### src/rtl/branch_resolve_bht.sv
// Branch resolution unit with a bimodal branch history table.
//
// Resolves conditional branches and jumps in EX, raises a one-cycle
// registered flush with the corrected next PC on a mispredict, trains a
// table of 2-bit saturating counters, and serves fetch-stage predictions.
//
// Ports:
//   clk, rst_n           clock, asynchronous active-low reset
//   if_pc                fetch-stage PC
//   if_pred_taken        prediction for if_pc (combinational)
//   ex_valid             EX-stage instruction valid
//   ex_pc, ex_target     EX-stage PC and taken target
//   ex_branch_req        conditional branch in EX
//   ex_jal_req           unconditional jump in EX
//   ex_fun3              branch funct3
//   ex_alu_res           compare result, bit 0 = less-than
//   ex_alu_zero          ALU zero flag
//   ex_pred_taken        prediction carried with the instruction
//   branch_res           actual taken (combinational)
//   flush, redirect_pc   registered mispredict flush and correct next PC
//   perf_branch_cnt      resolved conditional branches (saturating)
//   perf_miss_cnt        mispredicts (saturating)
module branch_resolve_bht #(
    parameter int DATA_WIDTH = 32,
    parameter int ADDR_WIDTH = 32,
    parameter int BHT_DEPTH  = 64,
    parameter int CNT_WIDTH  = 32
) (
    input  logic                  clk,
    input  logic                  rst_n,
    input  logic [ADDR_WIDTH-1:0] if_pc,
    output logic                  if_pred_taken,
    input  logic                  ex_valid,
    input  logic [ADDR_WIDTH-1:0] ex_pc,
    input  logic                  ex_branch_req,
    input  logic                  ex_jal_req,
    input  logic [2:0]            ex_fun3,
    input  logic [DATA_WIDTH-1:0] ex_alu_res,
    input  logic                  ex_alu_zero,
    input  logic                  ex_pred_taken,
    input  logic [ADDR_WIDTH-1:0] ex_target,
    output logic                  branch_res,
    output logic                  flush,
    output logic [ADDR_WIDTH-1:0] redirect_pc,
    output logic [CNT_WIDTH-1:0]  perf_branch_cnt,
    output logic [CNT_WIDTH-1:0]  perf_miss_cnt
);

    localparam int IDX_W = $clog2(BHT_DEPTH);

    logic [1:0]       bht [BHT_DEPTH];
    logic [IDX_W-1:0] if_idx;
    logic [IDX_W-1:0] ex_idx;
    logic             cond_taken;
    logic             eff_valid;
    logic             mispredict;
    logic             bht_upd;
    logic             unused_bits;

    assign if_idx = if_pc[IDX_W+1:2];
    assign ex_idx = ex_pc[IDX_W+1:2];

    // Bits outside the index window and above the less-than flag are don't-care.
    assign unused_bits = ^{if_pc[ADDR_WIDTH-1:IDX_W+2], if_pc[1:0],
                           ex_alu_res[DATA_WIDTH-1:1]};

    // Read before write: a same-cycle update at this index is not bypassed.
    assign if_pred_taken = bht[if_idx][1];

    always_comb begin
        cond_taken = 1'b0;
        case (ex_fun3)
            3'b000:          cond_taken = ex_alu_zero;
            3'b001:          cond_taken = ~ex_alu_zero;
            3'b100, 3'b110:  cond_taken = ex_alu_res[0];
            3'b101, 3'b111:  cond_taken = ~ex_alu_res[0];
            default:         cond_taken = 1'b0;
        endcase
    end

    assign branch_res = ex_jal_req | (ex_branch_req & cond_taken);

    // The instruction sitting in EX during a flush cycle is on the wrong path.
    assign eff_valid  = ex_valid & ~flush;
    assign mispredict = eff_valid & (branch_res != ex_pred_taken);
    assign bht_upd    = eff_valid & ex_branch_req & ~ex_jal_req;

    always_ff @(posedge clk or negedge rst_n) begin
        if (!rst_n) begin
            flush       <= 1'b0;
            redirect_pc <= '0;
        end else begin
            flush <= mispredict;
            if (mispredict) begin
                redirect_pc <= branch_res ? ex_target : ex_pc + ADDR_WIDTH'(4);
            end
        end
    end

    always_ff @(posedge clk or negedge rst_n) begin
        if (!rst_n) begin
            for (int i = 0; i < BHT_DEPTH; i++) begin
                bht[i] <= 2'b01;
            end
        end else if (bht_upd) begin
            if (branch_res) begin
                if (bht[ex_idx] != 2'b11) bht[ex_idx] <= bht[ex_idx] + 2'd1;
            end else begin
                if (bht[ex_idx] != 2'b00) bht[ex_idx] <= bht[ex_idx] - 2'd1;
            end
        end
    end

    always_ff @(posedge clk or negedge rst_n) begin
        if (!rst_n) begin
            perf_branch_cnt <= '0;
            perf_miss_cnt   <= '0;
        end else begin
            if (bht_upd && (perf_branch_cnt != '1)) begin
                perf_branch_cnt <= perf_branch_cnt + 1'b1;
            end
            if (mispredict && (perf_miss_cnt != '1)) begin
                perf_miss_cnt <= perf_miss_cnt + 1'b1;
            end
        end
    end

endmodule

### config.mk
export PLATFORM = sky130hd
export DESIGN_NAME = branch_resolve_bht
export DESIGN_NICKNAME = d
export VERILOG_FILES = /design/src/rtl/branch_resolve_bht.sv
export SDC_FILE = /design/constraint.sdc
export NUM_CORES = 1
export LEC_CHECK = 0
export BUFFER_PORTS_ARGS = -buffer_cell sky130_fd_sc_hd__clkbuf_2
export CAP_MARGIN = 30
export CORE_MARGIN = 2
export CORE_UTILIZATION = 56
export DETAILED_ROUTE_END_ITERATION = 10
export GPL_TIMING_DRIVEN = 1
export PLACE_DENSITY = 0.81
export REMOVE_ABC_BUFFERS = 1
export SYNTH_ARGS = -nofsm -noshare
export SYNTH_HDL_FRONTEND = slang
export SYNTH_SLANG_ARGS = --single-unit
### constraint.sdc
create_clock -name clk -period 4.3 [get_ports clk]
set_input_delay 0.43 -clock clk [delete_from_list [all_inputs] [get_ports clk]]
set_output_delay 0.43 -clock clk [all_outputs]
set_load 0.1 [all_outputs]
; Yosys cells after proc, flatten, opt, wreduce, memory -nomap -nowiden
; Index checks and enable logic that the tools add are counted.
; Widths: inputs -> output; s select.
[word_totals]
ff_bits = 225
[classes]
addsub = 5
n_lt_le_gt_ge = 3
eq_ne = 10
mux = 15
bitwise_logic = 12
reduce_logical = 9
[ops]
columns = cell, n
row1 = $mux 128, 3
row2 = $bwmux 128, 2
row3 = $add 32x1->32 const B, 2
row4 = $ne 32x32->1 const B, 2
row5 = $add 32x3->32 const B, 1
row6 = $mux 32, 1
row7 = $bmux 2 s6, 2
row8 = $ge 7x7->1 const B, 2
row9 = $not 6->7, 2
row10 = $demux 2 s6, 1
row11 = $eq 3x3->1 const B, 4
row12 = $mux 2, 5
row13 = $lt 7x1->1 const B, 1
row14 = $and 1x1->1, 5
row15 = $not 1->1, 4
row16 = $pmux 1 s4, 1
row17 = $reduce_bool 2->1, 2
row18 = $reduce_or 2->1, 2
row19 = $eq 3x1->1 const B, 1
row20 = $logic_and 1x1->1, 3
row21 = $logic_not 3->1, 1
row22 = $reduce_and 3->1, 1
row23 = $add 2x1->2 const B, 1
row24 = $ne 2x1->1 const B, 1
row25 = 4 further kinds, 4

; Logic depth before layout (Yosys ltp)
[logic_depth]
word_depth = 8
mapped_depth = 19

; Worst setup path after synthesis
; Ideal clock, no wire load.
[synth_path]
kind = input-to-reg
from = in ex_pc[4]
to = reg with a tool-made name
setup_time_ns = 0.082
arrival_time_ns = 3.244
t_required_ns = 4.218
path_slack_ns = 0.974
stages = 16
path_cell_list = buf_4 -> buf_6 -> buf_6 -> mux2_2 -> o22ai_1 -> o21a_1 -> o21ai_4 -> nand2_2 -> or3b_1 -> ha_1 -> inv_1 -> a221oi_1 -> a211oi_2 -> buf_2 -> and3_1 -> mux2_2
[synth_rtl]
columns = element, line_no
row1 = from (decl), 34  ; input logic [ADDR_WIDTH-1:0] ex_pc,

; Worst setup path in the final report
[layout_path]
from = in ex_pc[2]
to = reg bht[117] in the netlist's numbering
[layout_between]
elab_chain_len = 8
[layout_lines]
columns = element, line_no
row1 = $not 6->7 (not written as such) *, "107, 109"
row2 = $bmux 2 s6 (tied with other cells), "107, 109"
row3 = $mux 2 (not written as such) or $logic_and 1x1->1 (tied branches), "107, 109"
row4 = $mux 2 (not written as such), "107, 109"
row5 = $sub 2x1->2 (tied with other cells), 109  ; if (bht[ex_idx] != 2'b00) bht[ex_idx] <= bht[ex_idx] - 2'd1;
row6 = $bwmux 128 (on tied branches), "109, 107"
row7 = $mux 128 (on tied branches), "109, 107"
row8 = $mux 128, 106  ; if (branch_res) begin
row9 = "to (signal, indexed assignment)", 103  ; bht[i] <= 2'b01;
row10 = to (decl), 51  ; logic [1:0] bht [BHT_DEPTH];
; Every way passes the cells marked *; elsewhere a longest branch is shown, timed or not. The select of a mux whose other input is x is not followed.
; A chain may end at the register's enable or synchronous reset.

==> summary.md <==
| Metric | Value |
|---|---|
| Status | finished with violations |
| Failing checks | hold timing |
| Worst hold path class | input pin to async pin |
| Top sig layer | met4 |
| Max-Cap Viols | 0 |
| CTS tree | built |
| Ys async rst share | 100% |
| Relative slew margins | 26.5% |
| Antenna violations before repair | 0 |
| Max-slew violation count | 0 |
| Static Leak | 0.00620 uW |
| Setup TNS | 0 ps |
| Setup Skew | 16.3 ps |
| FMAX | 278 MHz |
| TritonCTS Buffers | 25 |
| WP data arrival | 4040 ps |
| Row Count | 53 |
| GPL Wtd Cong | 0.889 |
| # DRC | 0 |
| Ports | 237 |
| Worst setup EP type | register |
| First-pass GRT wire length | 52500 um |
| Share of cells above drive strength 1 | 30.1% |
| Clock buffer depth | 3 |
| Detailed Route Iter0 Violations | 1067 |
| Worst r2r dst | bht[117] |
| Die X | 151 um |
| Critical Path Fanout Max | 19 |
| Met1 wire length | 13000 um |
| Max stage delay cell, worst path | xnor2_2 |
| Worst setup path start | ex_pc[2] |
| Post-route cell area | 14100 sq um |
| Wire length per cell | 19.9 um |
| Worst Path Required | 4750 ps |
| Routed vias/inst | 6.16 |
| Pwr dens | 449 nW/um^2 |
| Slew @ Worst Pin | 1100 ps |
| Combinational Power Share | 28.6% |
| Fillers | 1596 |
| Final hold viol count | 3 |
| Gr usage total | 29.3% |
| Synth unique cells | 77 |
| Hold slack | -14.6 ps |
| Syn Area/Cell | 10.2 sq um |
| Post-synth EDFFs | 0 |
| Syn Inst Count | 1191 |
| Initial core utilization | 57.3% |
| Sequential power share | 38.7% |
| CTS Hold Bufs | 0 |
| Antenna Violating Nets Remaining | 0 |
| Met2 wire length | 15700 um |
| Synth Cell Area | 12100 sq um |
| Detailed Routing Iterations Pass 1 | 6 |
| Reg2reg path depth | 10 |
| Synthesis Warnings | 0 |
| Sequential area share after synthesis | 47.1% |
| Worst path max stage delay | 850 ps |
| Critical path endpoint | bht[117] |
| Net count, final | 1512 |
| Setup slack, reg-to-reg | 830 ps |
| CP Cell Sequence | clkbuf_2, buf_12, nand2_1, o22ai_1, a211oi_1, o21ai_2, buf_4, nor3b_1, ha_1, xnor2_2, mux2_2 |
| Period utilization | 83.6% |
| Number of antenna diodes | 0 |
| Post-CTS sizing | 0 |
| Fin util | 66.8% |
| Root buffer cell | clkbuf_16 |
| Clock-pin slew on the worst setup and hold paths | 60 ps |
| Core ar. | 21200 sq um |
| Critical path launch point type | input pin |
| Final Routed Wirelength | 33100 um |
| H-tree levels | 1 |
| Die Span Y | 151 um |
| DP Area | 13300 sq um |
| Clock Power Share | 32.7% |
| Largest net degree at the start of global routing | 126 |
| Peak VDD IR | 304 uV |
| Int Power | 3870 uW |
| P&R area growth vs syn | 16.7% |
| Sw frac | 39.1% |
| Post-synthesis register bit count | 225 |
| Vias in the first global route | 10.0k |
| Buffer count from post-CTS setup fixing | 0 |
| Dpl hpwl | 22900 um |
| Met3 routed WL | 2850 um |
| GRT overflow | 0 |
| IO Port Bufs | 179 |
| Main flop type after synthesis | dfrtp_1 |
| Final min period | 3600 ps |
| RSZ-0062 raised after global routing | false |
| P_sw | 2480 uW |
| Via count | 10.2k |
| Endpoints failing setup | 0 |
| Clock Latency Late Sink | 520 ps |
| Kind of critical path | input pin to register |
| Die Area | 22800 sq um |
| TritonCTS Sinks | 225 |
[cell families after synthesis]
logic type	after synthesis	share of synthesized area, %
adder cells (fa/ha/maj)	5	0.516
AND/OR/NAND/NOR	480	19.8
multiplexers	100	12.1
buffers and inverters	72	3.33
AO/OA/AOI/OAI	218	10.6
flip-flops	225	47.1
XOR/XNOR	91	6.64
[critical path, delay by kind of cell]
kind / cells / cell delay (ps)
buffers and inverters: 3 / 920
xor gates and xnor gates: 1 / 850
AOI/OAI and AO/OA: 3 / 660
and+or+nand+nor: 2 / 470
adders and majority gates: 1 / 370
muxes: 1 / 310
[metal layers]
| metal | vias up | global-route usage [%] |
|---|---|---|
| li1 | 4650 | - |
| met4 | 0 | 13.3 |
| met2 | 549 | 47.5 |
| met1 | 4912 | 39.1 |
| met5 | - | 0 |
| met3 | 123 | 4.58 |
[placed cells by master, fill, tap and decap left out, drive strengths merged, types with 3 or more instances in the layout]
cell | synthesis | routed
inv | 12 | 13
o22ai | 6 | 6
or3 | 3 | 3
nor2 | 76 | 76
and3 | 22 | 22
a21oi | 32 | 32
nand3b | 4 | 4
mux2i | 18 | 18
buf | 42 | 33
clkinv | 0 | 6
nand2 | 159 | 159
nor4 | 6 | 6
nor4b | 3 | 3
nor3 | 22 | 22
a221oi | 3 | 3
o21ai | 134 | 134
xnor2 | 63 | 63
nand4 | 43 | 43
o22a | 3 | 3
mux4 | 31 | 31
nor2b | 10 | 10
nand3 | 92 | 92
clkbuf | 18 | 214
nor3b | 10 | 10
mux2 | 51 | 51
dfstp | 64 | 64
and2 | 11 | 11
a31oi | 8 | 8
a211oi | 5 | 5
nand2b | 9 | 9
and4 | 4 | 4
xor2 | 28 | 28
dfrtp | 161 | 161
a22oi | 8 | 8
ha | 5 | 5
[final cells by class]
class | count | area, sq um | area share (%)
multi-input cells | 894 | 6020 | 42.6
well taps | 275 | 344 | 2.43
clock inverters | 9 | 76.3 | 0.540
repair buffers | 211 | 1220 | 8.64
inverters | 12 | 45.0 | 0.319
clock buffers | 36 | 717 | 5.07
flip-flops and latches | 225 | 5710 | 40.4
[through the flow]
step / hold WS, ps / setup WS (ps) / cells / total power [uW]
floorplan: 134 / -355 / 1131 / 3790
global placement: 448 / 365 / 1617 / 4270
detailed placement: 454 / 235 / 1617 / 4300
CTS: 43.2 / 754 / 1662 / 6360
global route: 80.8 / 569 / 1662 / 6580
finish: -14.6 / 704 / 1662 / 6350
[worst min path at each step]
stage	slack, ps	endpoint
3_5_place_dp	450	register
5_1_grt	80	redirect_pc[11]
3_3_place_gp	450	register
6_report	-10	redirect_pc[11]
2_1_floorplan	130	bht[101]
4_1_cts	40	redirect_pc[11]
[cells in the mapped netlist (9+ instances only)]
master	count	area (sq um)
a21oi_1	31	155
and2_1	9	56.3
and3_1	22	138
buf_2	24	120
clkbuf_1	17	63.8
dfrtp_1	161	4030
dfstp_2	64	1680
inv_1	11	41.3
mux2_2	49	552
mux2i_1	18	180
mux4_2	30	676
nand2_1	158	593
nand2b_1	9	56.3
nand3_1	92	460
nand4_1	43	269
nor2_1	75	282
nor2b_1	9	56.3
nor3_1	20	100
o21ai_0	115	576
o21ai_1	17	85.1
xnor2_1	62	543
xor2_1	28	245
[power groups by stage]
stage                     registers (uW)  logic [uW]  clock network [uW]
after floorplan                     3390         396                   0
after global placement              2480        1790                   0
after detailed placement            2490        1810                   0
after CTS                           2450        1820                2090
after global routing                2480        1910                2190
final                               2460        1820                2070
No activity file was read; power rests on OpenSTA's default activity.
